**config.mk**
```make
export PLATFORM = sky130hd
export DESIGN_NAME = lsu_rmw_wb_flat
export DESIGN_NICKNAME = d
export VERILOG_FILES = /design/src/rtl/lsu_rmw_wb_if.sv /design/src/rtl/lsu_rmw_wb.sv /design/src/flat_wrapper.sv
export SDC_FILE = /design/constraint.sdc
export NUM_CORES = 1
export LEC_CHECK = 0
export BUFFER_PORTS_ARGS = -buffer_cell sky130_fd_sc_hd__buf_2
export CAP_MARGIN = 30
export CORE_ASPECT_RATIO = 0.75
export CORE_MARGIN = 2
export CORE_UTILIZATION = 26
export CTS_CLUSTER_SIZE = 25
export DETAILED_ROUTE_END_ITERATION = 10
export GPL_ROUTABILITY_DRIVEN = 0
export MAX_ROUTING_LAYER = met4
export SETUP_SLACK_MARGIN = 0.4
export SYNTH_ARGS = -nofsm -noshare
export SYNTH_HDL_FRONTEND = slang
export SYNTH_SLANG_ARGS = --single-unit
export TNS_END_PERCENT = 10
```
**constraint.sdc**
```tcl
create_clock -name clk -period 8.9 [get_ports clk]
set_input_delay 1.335 -clock clk [delete_from_list [all_inputs] [get_ports clk]]
set_output_delay 1.335 -clock clk [all_outputs]
set_load 0.1 [all_outputs]
```
**src/rtl/lsu_rmw_wb_if.sv**
```systemverilog
// Request channel and word-bus channel of the load/store write-back unit.
// master is the unit itself (accepts ops, masters the bus); slave is the requester plus memory.
interface lsu_rmw_wb_if #(
    parameter int unsigned XLEN   = 32,
    parameter int unsigned ADDR_W = 32,
    parameter int unsigned REG_AW = 5
);
    logic              req_valid;
    logic              req_ready;
    logic              req_store;
    logic [2:0]        req_funct3;
    logic [ADDR_W-1:0] req_addr;
    logic [XLEN-1:0]   req_wdata;
    logic [REG_AW-1:0] req_rd;

    logic              bus_req;
    logic              bus_gnt;
    logic              bus_we;
    logic [ADDR_W-1:0] bus_addr;
    logic [XLEN-1:0]   bus_wdata;
    logic              bus_rvalid;
    logic [XLEN-1:0]   bus_rdata;

    modport master (
        input  req_valid, req_store, req_funct3, req_addr, req_wdata, req_rd,
               bus_gnt, bus_rvalid, bus_rdata,
        output req_ready, bus_req, bus_we, bus_addr, bus_wdata
    );

    modport slave (
        output req_valid, req_store, req_funct3, req_addr, req_wdata, req_rd,
               bus_gnt, bus_rvalid, bus_rdata,
        input  req_ready, bus_req, bus_we, bus_addr, bus_wdata
    );
endinterface

```
**src/rtl/lsu_rmw_wb.sv**
```systemverilog
// Load/store write-back unit: single-outstanding word bus, read-modify-write for sub-word
// stores, optional split of word-crossing accesses, sign/zero-extended load write-back.
module lsu_rmw_wb #(
    parameter int unsigned XLEN        = 32,
    parameter int unsigned ADDR_W      = 32,
    parameter int unsigned REG_AW      = 5,
    parameter bit          MISALIGN_EN = 1'b1
) (
    input  logic              clk,
    input  logic              arst,
    lsu_rmw_wb_if.master      io_lsu,
    output logic              reg_w_ena_o,
    output logic [REG_AW-1:0] reg_w_addr_o,
    output logic [XLEN-1:0]   reg_w_data_o,
    output logic              done_o,
    output logic              err_o
);
    localparam int NB    = int'(XLEN) / 8;
    localparam int OFF_W = $clog2(NB);

    typedef enum logic [2:0] {
        StIdle, StRd0, StRd1, StWr0, StWr1, StResp, StErr
    } state_e;

    state_e            r_state, w_state_nxt;
    logic              r_store, r_sext, r_cross, r_pend;
    logic [3:0]        r_size;
    logic [ADDR_W-1:0] r_addr;
    logic [XLEN-1:0]   r_wdata, r_w0, r_w1;
    logic [REG_AW-1:0] r_rd;

    logic              w_legal, w_sext, w_cross, w_accept;
    logic [3:0]        w_size;
    logic [4:0]        w_end;
    logic [OFF_W-1:0]  w_off, w_roff;
    logic              w_rd_state, w_rd_hit, w_bus_req, w_wr_fin;
    logic [ADDR_W-1:0] w_base;
    logic [2*NB-1:0]   w_lmask, w_smask2;
    logic [2*XLEN-1:0] w_sdat2;
    logic [XLEN-1:0]   w_merged0, w_merged1, w_lo, w_ldata;
    logic              w_sbit;

    // Decode size / legality / extension of the incoming op.
    always_comb begin
        w_legal = 1'b1;
        w_sext  = 1'b0;
        w_size  = 4'd1;
        if (io_lsu.req_store) begin
            case (io_lsu.req_funct3)
                3'b000:  w_size = 4'd1;
                3'b001:  w_size = 4'd2;
                3'b010:  w_size = 4'd4;
                3'b011: begin
                    w_size  = 4'd8;
                    w_legal = (XLEN == 64);
                end
                default: w_legal = 1'b0;
            endcase
        end else begin
            case (io_lsu.req_funct3)
                3'b000: begin
                    w_size = 4'd1;
                    w_sext = 1'b1;
                end
                3'b001: begin
                    w_size = 4'd2;
                    w_sext = 1'b1;
                end
                3'b010: begin
                    w_size = 4'd4;
                    w_sext = (XLEN == 64);
                end
                3'b011: begin
                    w_size  = 4'd8;
                    w_legal = (XLEN == 64);
                end
                3'b100:  w_size = 4'd1;
                3'b101:  w_size = 4'd2;
                3'b110: begin
                    w_size  = 4'd4;
                    w_legal = (XLEN == 64);
                end
                default: w_legal = 1'b0;
            endcase
        end
    end

    assign w_off    = io_lsu.req_addr[OFF_W-1:0];
    assign w_end    = 5'(w_off) + 5'(w_size);
    assign w_cross  = (w_end > 5'(NB));
    assign w_accept = io_lsu.req_valid && (r_state == StIdle);

    assign w_roff     = r_addr[OFF_W-1:0];
    assign w_base     = r_addr & ~ADDR_W'(NB - 1);
    assign w_rd_state = (r_state == StRd0) || (r_state == StRd1);
    // A read beat only counts when this op has a granted read outstanding.
    assign w_rd_hit   = w_rd_state && r_pend && io_lsu.bus_rvalid;
    assign w_bus_req  = (w_rd_state && !r_pend) || (r_state == StWr0) || (r_state == StWr1);
    assign w_wr_fin   = io_lsu.bus_gnt &&
                        (((r_state == StWr0) && !r_cross) || (r_state == StWr1));

    always_comb begin
        w_state_nxt = r_state;
        unique case (r_state)
            StIdle: begin
                if (io_lsu.req_valid) begin
                    if (!w_legal || (w_cross && !MISALIGN_EN)) begin
                        w_state_nxt = StErr;
                    end else if (!io_lsu.req_store || (w_size != 4'(NB)) || w_cross) begin
                        w_state_nxt = StRd0;
                    end else begin
                        w_state_nxt = StWr0;
                    end
                end
            end
            StRd0: begin
                if (w_rd_hit) begin
                    w_state_nxt = r_cross ? StRd1 : (r_store ? StWr0 : StResp);
                end
            end
            StRd1: begin
                if (w_rd_hit) w_state_nxt = r_store ? StWr0 : StResp;
            end
            StWr0: begin
                if (io_lsu.bus_gnt) w_state_nxt = r_cross ? StWr1 : StIdle;
            end
            StWr1: begin
                if (io_lsu.bus_gnt) w_state_nxt = StIdle;
            end
            StResp:  w_state_nxt = StIdle;
            StErr:   w_state_nxt = StIdle;
            default: w_state_nxt = StIdle;
        endcase
    end

    always_ff @(posedge clk or posedge arst) begin
        if (arst) begin
            r_state <= StIdle;
            r_store <= 1'b0;
            r_sext  <= 1'b0;
            r_cross <= 1'b0;
            r_pend  <= 1'b0;
            r_size  <= '0;
            r_addr  <= '0;
            r_wdata <= '0;
            r_rd    <= '0;
            r_w0    <= '0;
            r_w1    <= '0;
        end else begin
            r_state <= w_state_nxt;
            if (w_accept) begin
                r_store <= io_lsu.req_store;
                r_sext  <= w_sext;
                r_cross <= w_cross;
                r_size  <= w_size;
                r_addr  <= io_lsu.req_addr;
                r_wdata <= io_lsu.req_wdata;
                r_rd    <= io_lsu.req_rd;
                r_w0    <= '0;
                r_w1    <= '0;
            end
            if (w_rd_state && w_bus_req && io_lsu.bus_gnt) begin
                r_pend <= 1'b1;
            end else if (w_rd_hit) begin
                r_pend <= 1'b0;
            end
            if (w_rd_hit) begin
                if (r_state == StRd0) r_w0 <= io_lsu.bus_rdata;
                else                  r_w1 <= io_lsu.bus_rdata;
            end
        end
    end

    // Store bytes placed across the two-word window {w1,w0} starting at the byte offset.
    always_comb begin
        w_lmask   = '0;
        w_merged0 = '0;
        w_merged1 = '0;
        for (int b = 0; b < 2 * NB; b++) begin
            w_lmask[b] = (b < int'(r_size));
        end
        w_smask2 = w_lmask << w_roff;
        w_sdat2  = {{XLEN{1'b0}}, r_wdata} << {w_roff, 3'b000};
        for (int b = 0; b < NB; b++) begin
            w_merged0[8*b +: 8] = w_smask2[b]      ? w_sdat2[8*b +: 8]        : r_w0[8*b +: 8];
            w_merged1[8*b +: 8] = w_smask2[NB + b] ? w_sdat2[8*(NB + b) +: 8] : r_w1[8*b +: 8];
        end
    end

    always_comb begin
        w_lo    = XLEN'({r_w1, r_w0} >> {w_roff, 3'b000});
        w_sbit  = 1'b0;
        w_ldata = '0;
        for (int i = 0; i < int'(XLEN); i++) begin
            if (i == 8 * int'(r_size) - 1) w_sbit = w_lo[i];
        end
        for (int i = 0; i < int'(XLEN); i++) begin
            w_ldata[i] = (i < 8 * int'(r_size)) ? w_lo[i] : (r_sext & w_sbit);
        end
    end

    assign io_lsu.req_ready = (r_state == StIdle);
    assign io_lsu.bus_req   = w_bus_req;
    assign io_lsu.bus_we    = (r_state == StWr0) || (r_state == StWr1);
    assign io_lsu.bus_addr  = ((r_state == StRd0) || (r_state == StWr0)) ? w_base :
                              ((r_state == StRd1) || (r_state == StWr1)) ?
                              (w_base + ADDR_W'(NB)) : '0;
    assign io_lsu.bus_wdata = (r_state == StWr0) ? w_merged0 :
                              (r_state == StWr1) ? w_merged1 : '0;

    assign reg_w_ena_o  = (r_state == StResp) && (r_rd != '0);
    assign reg_w_addr_o = reg_w_ena_o ? r_rd : '0;
    assign reg_w_data_o = reg_w_ena_o ? w_ldata : '0;
    assign done_o       = (r_state == StResp) || (r_state == StErr) || w_wr_fin;
    assign err_o        = (r_state == StErr);
endmodule

```
**src/flat_wrapper.sv**
```systemverilog
// flat-port wrapper written by rule: the top's interface ports become plain ports
module lsu_rmw_wb_flat 
#(
    parameter int unsigned XLEN        = 32,
    parameter int unsigned ADDR_W      = 32,
    parameter int unsigned REG_AW      = 5,
    parameter bit          MISALIGN_EN = 1'b1
)
  (clk, arst, reg_w_ena_o, reg_w_addr_o, reg_w_data_o, done_o, err_o, io_lsu_req_valid, io_lsu_req_store, io_lsu_req_funct3, io_lsu_req_addr, io_lsu_req_wdata, io_lsu_req_rd, io_lsu_bus_gnt, io_lsu_bus_rvalid, io_lsu_bus_rdata, io_lsu_req_ready, io_lsu_bus_req, io_lsu_bus_we, io_lsu_bus_addr, io_lsu_bus_wdata);
  lsu_rmw_wb_if #(.XLEN(XLEN), .ADDR_W(ADDR_W), .REG_AW(REG_AW)) io_lsu_i ();
  input  logic clk;
  input  logic arst;
  output logic reg_w_ena_o;
  output logic [REG_AW-1:0] reg_w_addr_o;
  output logic [XLEN-1:0] reg_w_data_o;
  output logic done_o;
  output logic err_o;
  input wire logic [$bits(io_lsu_i.req_valid)-1:0] io_lsu_req_valid;
  input wire logic [$bits(io_lsu_i.req_store)-1:0] io_lsu_req_store;
  input wire logic [$bits(io_lsu_i.req_funct3)-1:0] io_lsu_req_funct3;
  input wire logic [$bits(io_lsu_i.req_addr)-1:0] io_lsu_req_addr;
  input wire logic [$bits(io_lsu_i.req_wdata)-1:0] io_lsu_req_wdata;
  input wire logic [$bits(io_lsu_i.req_rd)-1:0] io_lsu_req_rd;
  input wire logic [$bits(io_lsu_i.bus_gnt)-1:0] io_lsu_bus_gnt;
  input wire logic [$bits(io_lsu_i.bus_rvalid)-1:0] io_lsu_bus_rvalid;
  input wire logic [$bits(io_lsu_i.bus_rdata)-1:0] io_lsu_bus_rdata;
  output wire logic [$bits(io_lsu_i.req_ready)-1:0] io_lsu_req_ready;
  output wire logic [$bits(io_lsu_i.bus_req)-1:0] io_lsu_bus_req;
  output wire logic [$bits(io_lsu_i.bus_we)-1:0] io_lsu_bus_we;
  output wire logic [$bits(io_lsu_i.bus_addr)-1:0] io_lsu_bus_addr;
  output wire logic [$bits(io_lsu_i.bus_wdata)-1:0] io_lsu_bus_wdata;
  assign io_lsu_i.req_valid = io_lsu_req_valid;
  assign io_lsu_i.req_store = io_lsu_req_store;
  assign io_lsu_i.req_funct3 = io_lsu_req_funct3;
  assign io_lsu_i.req_addr = io_lsu_req_addr;
  assign io_lsu_i.req_wdata = io_lsu_req_wdata;
  assign io_lsu_i.req_rd = io_lsu_req_rd;
  assign io_lsu_i.bus_gnt = io_lsu_bus_gnt;
  assign io_lsu_i.bus_rvalid = io_lsu_bus_rvalid;
  assign io_lsu_i.bus_rdata = io_lsu_bus_rdata;
  assign io_lsu_req_ready = io_lsu_i.req_ready;
  assign io_lsu_bus_req = io_lsu_i.bus_req;
  assign io_lsu_bus_we = io_lsu_i.bus_we;
  assign io_lsu_bus_addr = io_lsu_i.bus_addr;
  assign io_lsu_bus_wdata = io_lsu_i.bus_wdata;
  lsu_rmw_wb #(.XLEN(XLEN), .ADDR_W(ADDR_W), .REG_AW(REG_AW), .MISALIGN_EN(MISALIGN_EN)) u_core (.clk(clk), .arst(arst), .io_lsu(io_lsu_i), .reg_w_ena_o(reg_w_ena_o), .reg_w_addr_o(reg_w_addr_o), .reg_w_data_o(reg_w_data_o), .done_o(done_o), .err_o(err_o));
endmodule
```
**After elaboration in Yosys (flattened, before gate mapping)**

Cells that the tools add are included.

- Flip-flop bits (word level): 144
- Logic and storage cells: 247
- Output and inout bits: 107

- Bitwise gates (word level): 1
- $add $sub $neg: 3
- Equal/unequal tests: 49
- $lt $le $gt $ge: 41
- Muxes and demuxes: 105
- Reduce and logical (&&, ||, !) cells: 34
- Shift-type cells: 3

Operators by type and width:

| operator | count |
|---|---|
| 6-bit by 32-bit == test with 1-bit output, first input constant | 16 |
| 32-bit two-way mux | 11 |
| 5-bit by 32-bit == test with 1-bit output, first input constant | 8 |
| 4-bit by 32-bit == test with 1-bit output, first input constant | 4 |
| 5-bit by 7-bit < comparator with 1-bit output, first input constant | 16 |
| 1-bit two-way mux | 71 |
| 3-bit by 32-bit == test with 1-bit output, first input constant | 2 |
| 8-bit two-way mux | 8 |
| 32-bit by 5-bit left shift with 64-bit output | 1 |
| 64-bit by 5-bit >> shifter with 32-bit output | 1 |
| 4-bit by 7-bit < comparator with 1-bit output, first input constant | 8 |
| 32-bit by 3-bit adder with 32-bit output, second input constant | 1 |
| 2-bit by 32-bit == test with 1-bit output, first input constant | 1 |
| 32-bit zero test | 1 |
| 3-bit by 7-bit < comparator with 1-bit output, first input constant | 4 |
| 3-bit two-way mux | 9 |
| 4-bit case mux with 3 select lines | 2 |
| 3-bit == test, second input constant | 6 |
| 3-bit by 4-bit < comparator with 1-bit output, first input constant | 4 |
| 3-bit case mux with 5 select lines | 1 |
| 1-bit by 7-bit < comparator with 1-bit output, first input constant | 2 |
| 2-bit by 7-bit < comparator with 1-bit output, first input constant | 2 |
| 3-bit by 2-bit == test with 1-bit output, second input constant | 4 |
| 1-bit logical OR | 11 |
| 23 further kinds | 42 |

**Depth between registers and ports, before layout**

- Depth in word-level cells: 37
- Gate-level depth with buffers: 10
- Gate-level depth less buffers: 10

**Least setup slack after synthesis**

OpenSTA, ideal clock, no wires.

- Kind: flip-flop to output port
- From: reg u_core.r_state[1]
- To: out reg_w_data_o[7]
- Slack: 3429 ps
- Data arrival time: 4136 ps
- Cell stages (with the launch flop): 7
- Required time: 7565 ps
- Cells stage by stage: dfrtp_1 > buf_2 > and3b_2 > o21ai_2 > inv_1 > nand2_1 > a211oi_1

- Word-level cells in the longest chain between the ends: 3

Ends and longest elaborated chain:

| what | line | RTL |
|---|---|---|
| start, declared | lsu_rmw_wb.sv:25 | `state_e r_state, w_state_nxt;` |
| start signal, assigned | lsu_rmw_wb.sv:138 | `r_state <= StIdle;` |
| start signal, assigned | lsu_rmw_wb.sv:150 | `r_state <= w_state_nxt;` |
| 3-bit == test | lsu_rmw_wb.sv:211 | `assign reg_w_ena_o = (r_state == StResp) && (r_rd != '0);` |
| 1-bit logical AND | lsu_rmw_wb.sv:211 |  |
| via reg_w_ena_o | flat_wrapper.sv:13 | `output logic reg_w_ena_o;` |
| 32-bit two-way mux | lsu_rmw_wb.sv:213 | `assign reg_w_data_o = reg_w_ena_o ? w_ldata : '0;` |
| end, declared | flat_wrapper.sv:15 | `output logic [XLEN-1:0] reg_w_data_o;` |

The timed path passes the listed nets, and every way through them passes these cells.

**Worst setup path after layout**

- From: reg u_core.r_addr[0]
- To: out io_lsu_bus_wdata[16]

- Word-level cells in the longest chain between the ends: 4
- Elaborated cells between the ends (all ways): 6

Ends and longest elaborated chain:

| what | line | RTL |
|---|---|---|
| start, declared | lsu_rmw_wb.sv:28 | `logic [ADDR_W-1:0] r_addr;` |
| start signal, assigned | lsu_rmw_wb.sv:156 | `r_addr <= io_lsu.req_addr;` |
| 32-bit by 5-bit left shift with 64-bit output / 8-bit by 2-bit left shift with 8-bit output (equally long branches) | lsu_rmw_wb.sv:183, lsu_rmw_wb.sv:182 |  |
| 8-bit two-way mux | lsu_rmw_wb.sv:186 | `w_merged1[8*b +: 8] = w_smask2[NB + b] ? w_sdat2[8*(NB + b) +: 8] : r_w1[8*b +: 8];` |
| 32-bit two-way mux | lsu_rmw_wb.sv:209 | `(r_state == StWr1) ? w_merged1 : '0;` |
| 32-bit two-way mux * | lsu_rmw_wb.sv:208 | `assign io_lsu.bus_wdata = (r_state == StWr0) ? w_merged0 :` |
| end, declared | flat_wrapper.sv:31 | `output wire logic [$bits(io_lsu_i.bus_wdata)-1:0] io_lsu_bus_wdata;` |

Mark *: on every way between the ends. The rest lies on a longest branch, timed or not.

==> out/metrics.csv <==
metric;value;unit
status;completed;
initial drt markers;1038;
sw frac;57.63;%
final clock skew;0.01820;ns
vias in the first global route;8666;
most instantiated cells after synthesis;301 x nand2_1, 144 x dfrtp_1, 64 x a22o_1, 57 x mux2i_1, 56 x nor2_1;
Setup TNS;0;ns
Sw Pwr;0.002950;W
post-layout instance area;11350;um^2
core box area;34920;um^2
Clock transition at path regs;0.08;ns
Clock Power Share;14.5;%
Max-Cap Viols;0;
Final Hold Fails;0;
critical-path maximum fanout;45;
Post-Route WL;36770;um
Critical Path RT;7.57;ns
placed instance count;1643;
number of synthesized register bits;144;
Final period util;59.04;%
Max Fclk;190.3;MHz
Worst Tran Pin Value;0.9844;ns
xor/xnor cell area share of the yosys netlist;2.458;%
vias per cell;5.367;
Max Transition Viols Final;0;
Crit. End Element;output port;
hold_buf cts;0;
initial antenna violation count;6;
Period minus WS final;5.254;ns
DR vias;9028;
synth top area cells;dfrtp_1 39%, nand2_1 12%, mux4_2 7.1%;
simple-gate share of the synthesized area;22.29;%
maximum VDD drop;0.0003107;V
# Post-CTS Setup Buffers;0;
DP Wirelength;27010;um
largest family of logic cells by synthesized area;simple AND/OR/NAND/NOR gates;
fin cells;1682;
sequential cell area fraction in the yosys report;38.90;%
pin count of the biggest net entering global routing;102;
setup repair after global routing missed its margin;no;
Slew HR;34.22;%
aggregate global routing overflow;0;
Remaining DRCs;0;
mux contribution to synthesized area;15.03;%
first-pass GRT wire length;54960;um
worst skew pair latency;0.43;ns
Seq pwr share;26.5;%
worst hold-check path type;reg2reg;
area grow syn2layout;22.59;%
WP data arrival;3.92;ns
post-synthesis compound-gate area fraction;15.93;%
CTS tree;yes;
Yosys cell types;59;
final-report setup violation count;0;
CTS buffer count;17;
EDFF count, synth;0;
Initial Util;26.53;%
Die Span Y;167.5;um
GRT Total Usage;20.04;%
I/O pins;217;
CTS Sinks;144;
routed len/inst;21.86;um
Leak;5.465;nW
placed cell areas;10690;um^2
cell row count;59;
root buffer cell;clkbuf_16;
top cell type's share of synthesized area;38.90;%
most frequent cell after synthesis;nand2_1;
layout cell share with drive strength beyond 1;27.21;%
Comb pwr share;58.9;%
die area;37170;um^2
post-synthesis instance area;9263;um^2
asr flop ratio synth;100.0;%
post-synth top area cell;dfrtp_1;
Die X;221.9;um
Clock Path Buffers;2;
Routed Antenna Nets;0;
Adder-Cell Fraction of Synth Area;0.9996;%
total internal power;0.002169;W
Worst setup SP type;register;
H-tree levels;4;
yosys warns;0;
PortBufs;214;
Crit Path Category;reg2out;
Synth Flop Type;dfrtp_1;
PwrDens;450.8;nW/um^2
Post-Syn Instances;1036;
# resized after CTS;0;
Mean Syn Cell Area;8.941;um^2
Pre-antenna DRT Iters;5;
Nets;1323;
-- worst paths after layout --
path	depth (start not counted)	slack, ns	endpoint	start
max	7	3.65	io_lsu_bus_wdata[16]	u_core.r_addr[0]
min	2	0.49	u_core.r_rd[3]	u_core.r_rd[3]
max reg2reg	5	6.39	u_core.r_w0[6]	u_core.r_state[0]
min reg2reg	2	0.49	u_core.r_rd[3]	u_core.r_rd[3]
max in group asynchronous	3	7.07	u_core.r_addr[5]	arst
min in group asynchronous	2	0.91	u_core.r_w0[10]	arst
-- power groups by stage --
stage                     Clock (W)  Combinational [W]  Sequential, W
final                      0.000743            0.00302        0.00136
after detailed placement          0            0.00298        0.00134
after floorplan                   0            0.00251        0.00111
after global routing       0.000794            0.00319        0.00139
after CTS                  0.000768            0.00299        0.00133
after global placement            0            0.00294        0.00133
-- worst max-delay path: stages (launching register included) --
cell and delay [ns]:
dfrtp_2 0.83, buf_4 0.62, mux2_2 0.41, or2_2 0.28, a31oi_2 0.51, a22oi_1 0.17
o22ai_1 0.15, buf_2 0.48
-- area by class of cell --
class / instances / area [um^2]
Antenna cell: 5 / 12.51
Fill cell: 3646 / 23560
Sequential cell: 144 / 3606
Tap cell: 457 / 571.8
Clock buffer: 17 / 425.4
Inverter: 13 / 53.80
Timing Repair Buffer: 227 / 1196
Multi-Input combinational cell: 804 / 5300
Clock inverter: 15 / 188.9
-- state kept, by name, summed over array words and instances, names as in the netlist, 3 cells and up --
register,cells
u_core.r_size,4
u_core.r_w1,32
u_core.r_wdata,32
u_core.r_w0,32
u_core.r_rd,5
u_core.r_addr,32
u_core.r_state,3
-- stage by stage --
step	util, %	setup WS (ns)	total power (W)	hold WS, ns
after detailed placement	30.62	3.871	0.004320	0.4785
after floorplan	-	3.429	0.003620	0.4429
after global placement	30.58	3.920	0.004271	0.4733
after global routing	32.52	3.443	0.005372	0.5156
final	32.52	3.646	0.005119	0.4949
after CTS	32.38	3.396	0.005090	0.4978
-- placed cells by master (no fill, tap or decap), drive strengths merged, types with 8 or more instances in the layout --
cell	netlist	routed
nor4	17	17
a22oi	9	9
mux4	29	29
nand4	9	9
o2bb2ai	8	8
clkbuf	38	17
a22o	64	64
a21oi	15	15
o22ai	33	33
and2	9	9
nand3	15	15
inv	13	20
nor2	56	56
nand2b	9	9
mux2	15	15
clkinv	0	8
xnor2	20	20
dfrtp	144	144
nor2b	11	11
buf	38	227
nor3	10	10
mux2i	57	57
o21ai	46	46
nand2	301	301
-- logic make-up after synthesis --
kind of cell | count (synthesis)
AND/OR/NAND/NOR | 465
flip-flops | 144
other | 1
XOR/XNOR | 26
AO/OA/AOI/OAI | 203
buffers and inverters | 89
multiplexers | 101
adder cells (fa/ha/maj) | 7
-- per-layer routing --
| metal | routed length (um) | GRT usage, % |
|---|---|---|
| met5 | 0 | - |
| met4 | 915 | 7.051 |
| met3 | 2972 | 3.825 |
| met2 | 15940 | 28.40 |
| met1 | 16940 | 28.38 |
Power figures use the tool's default switching activity.
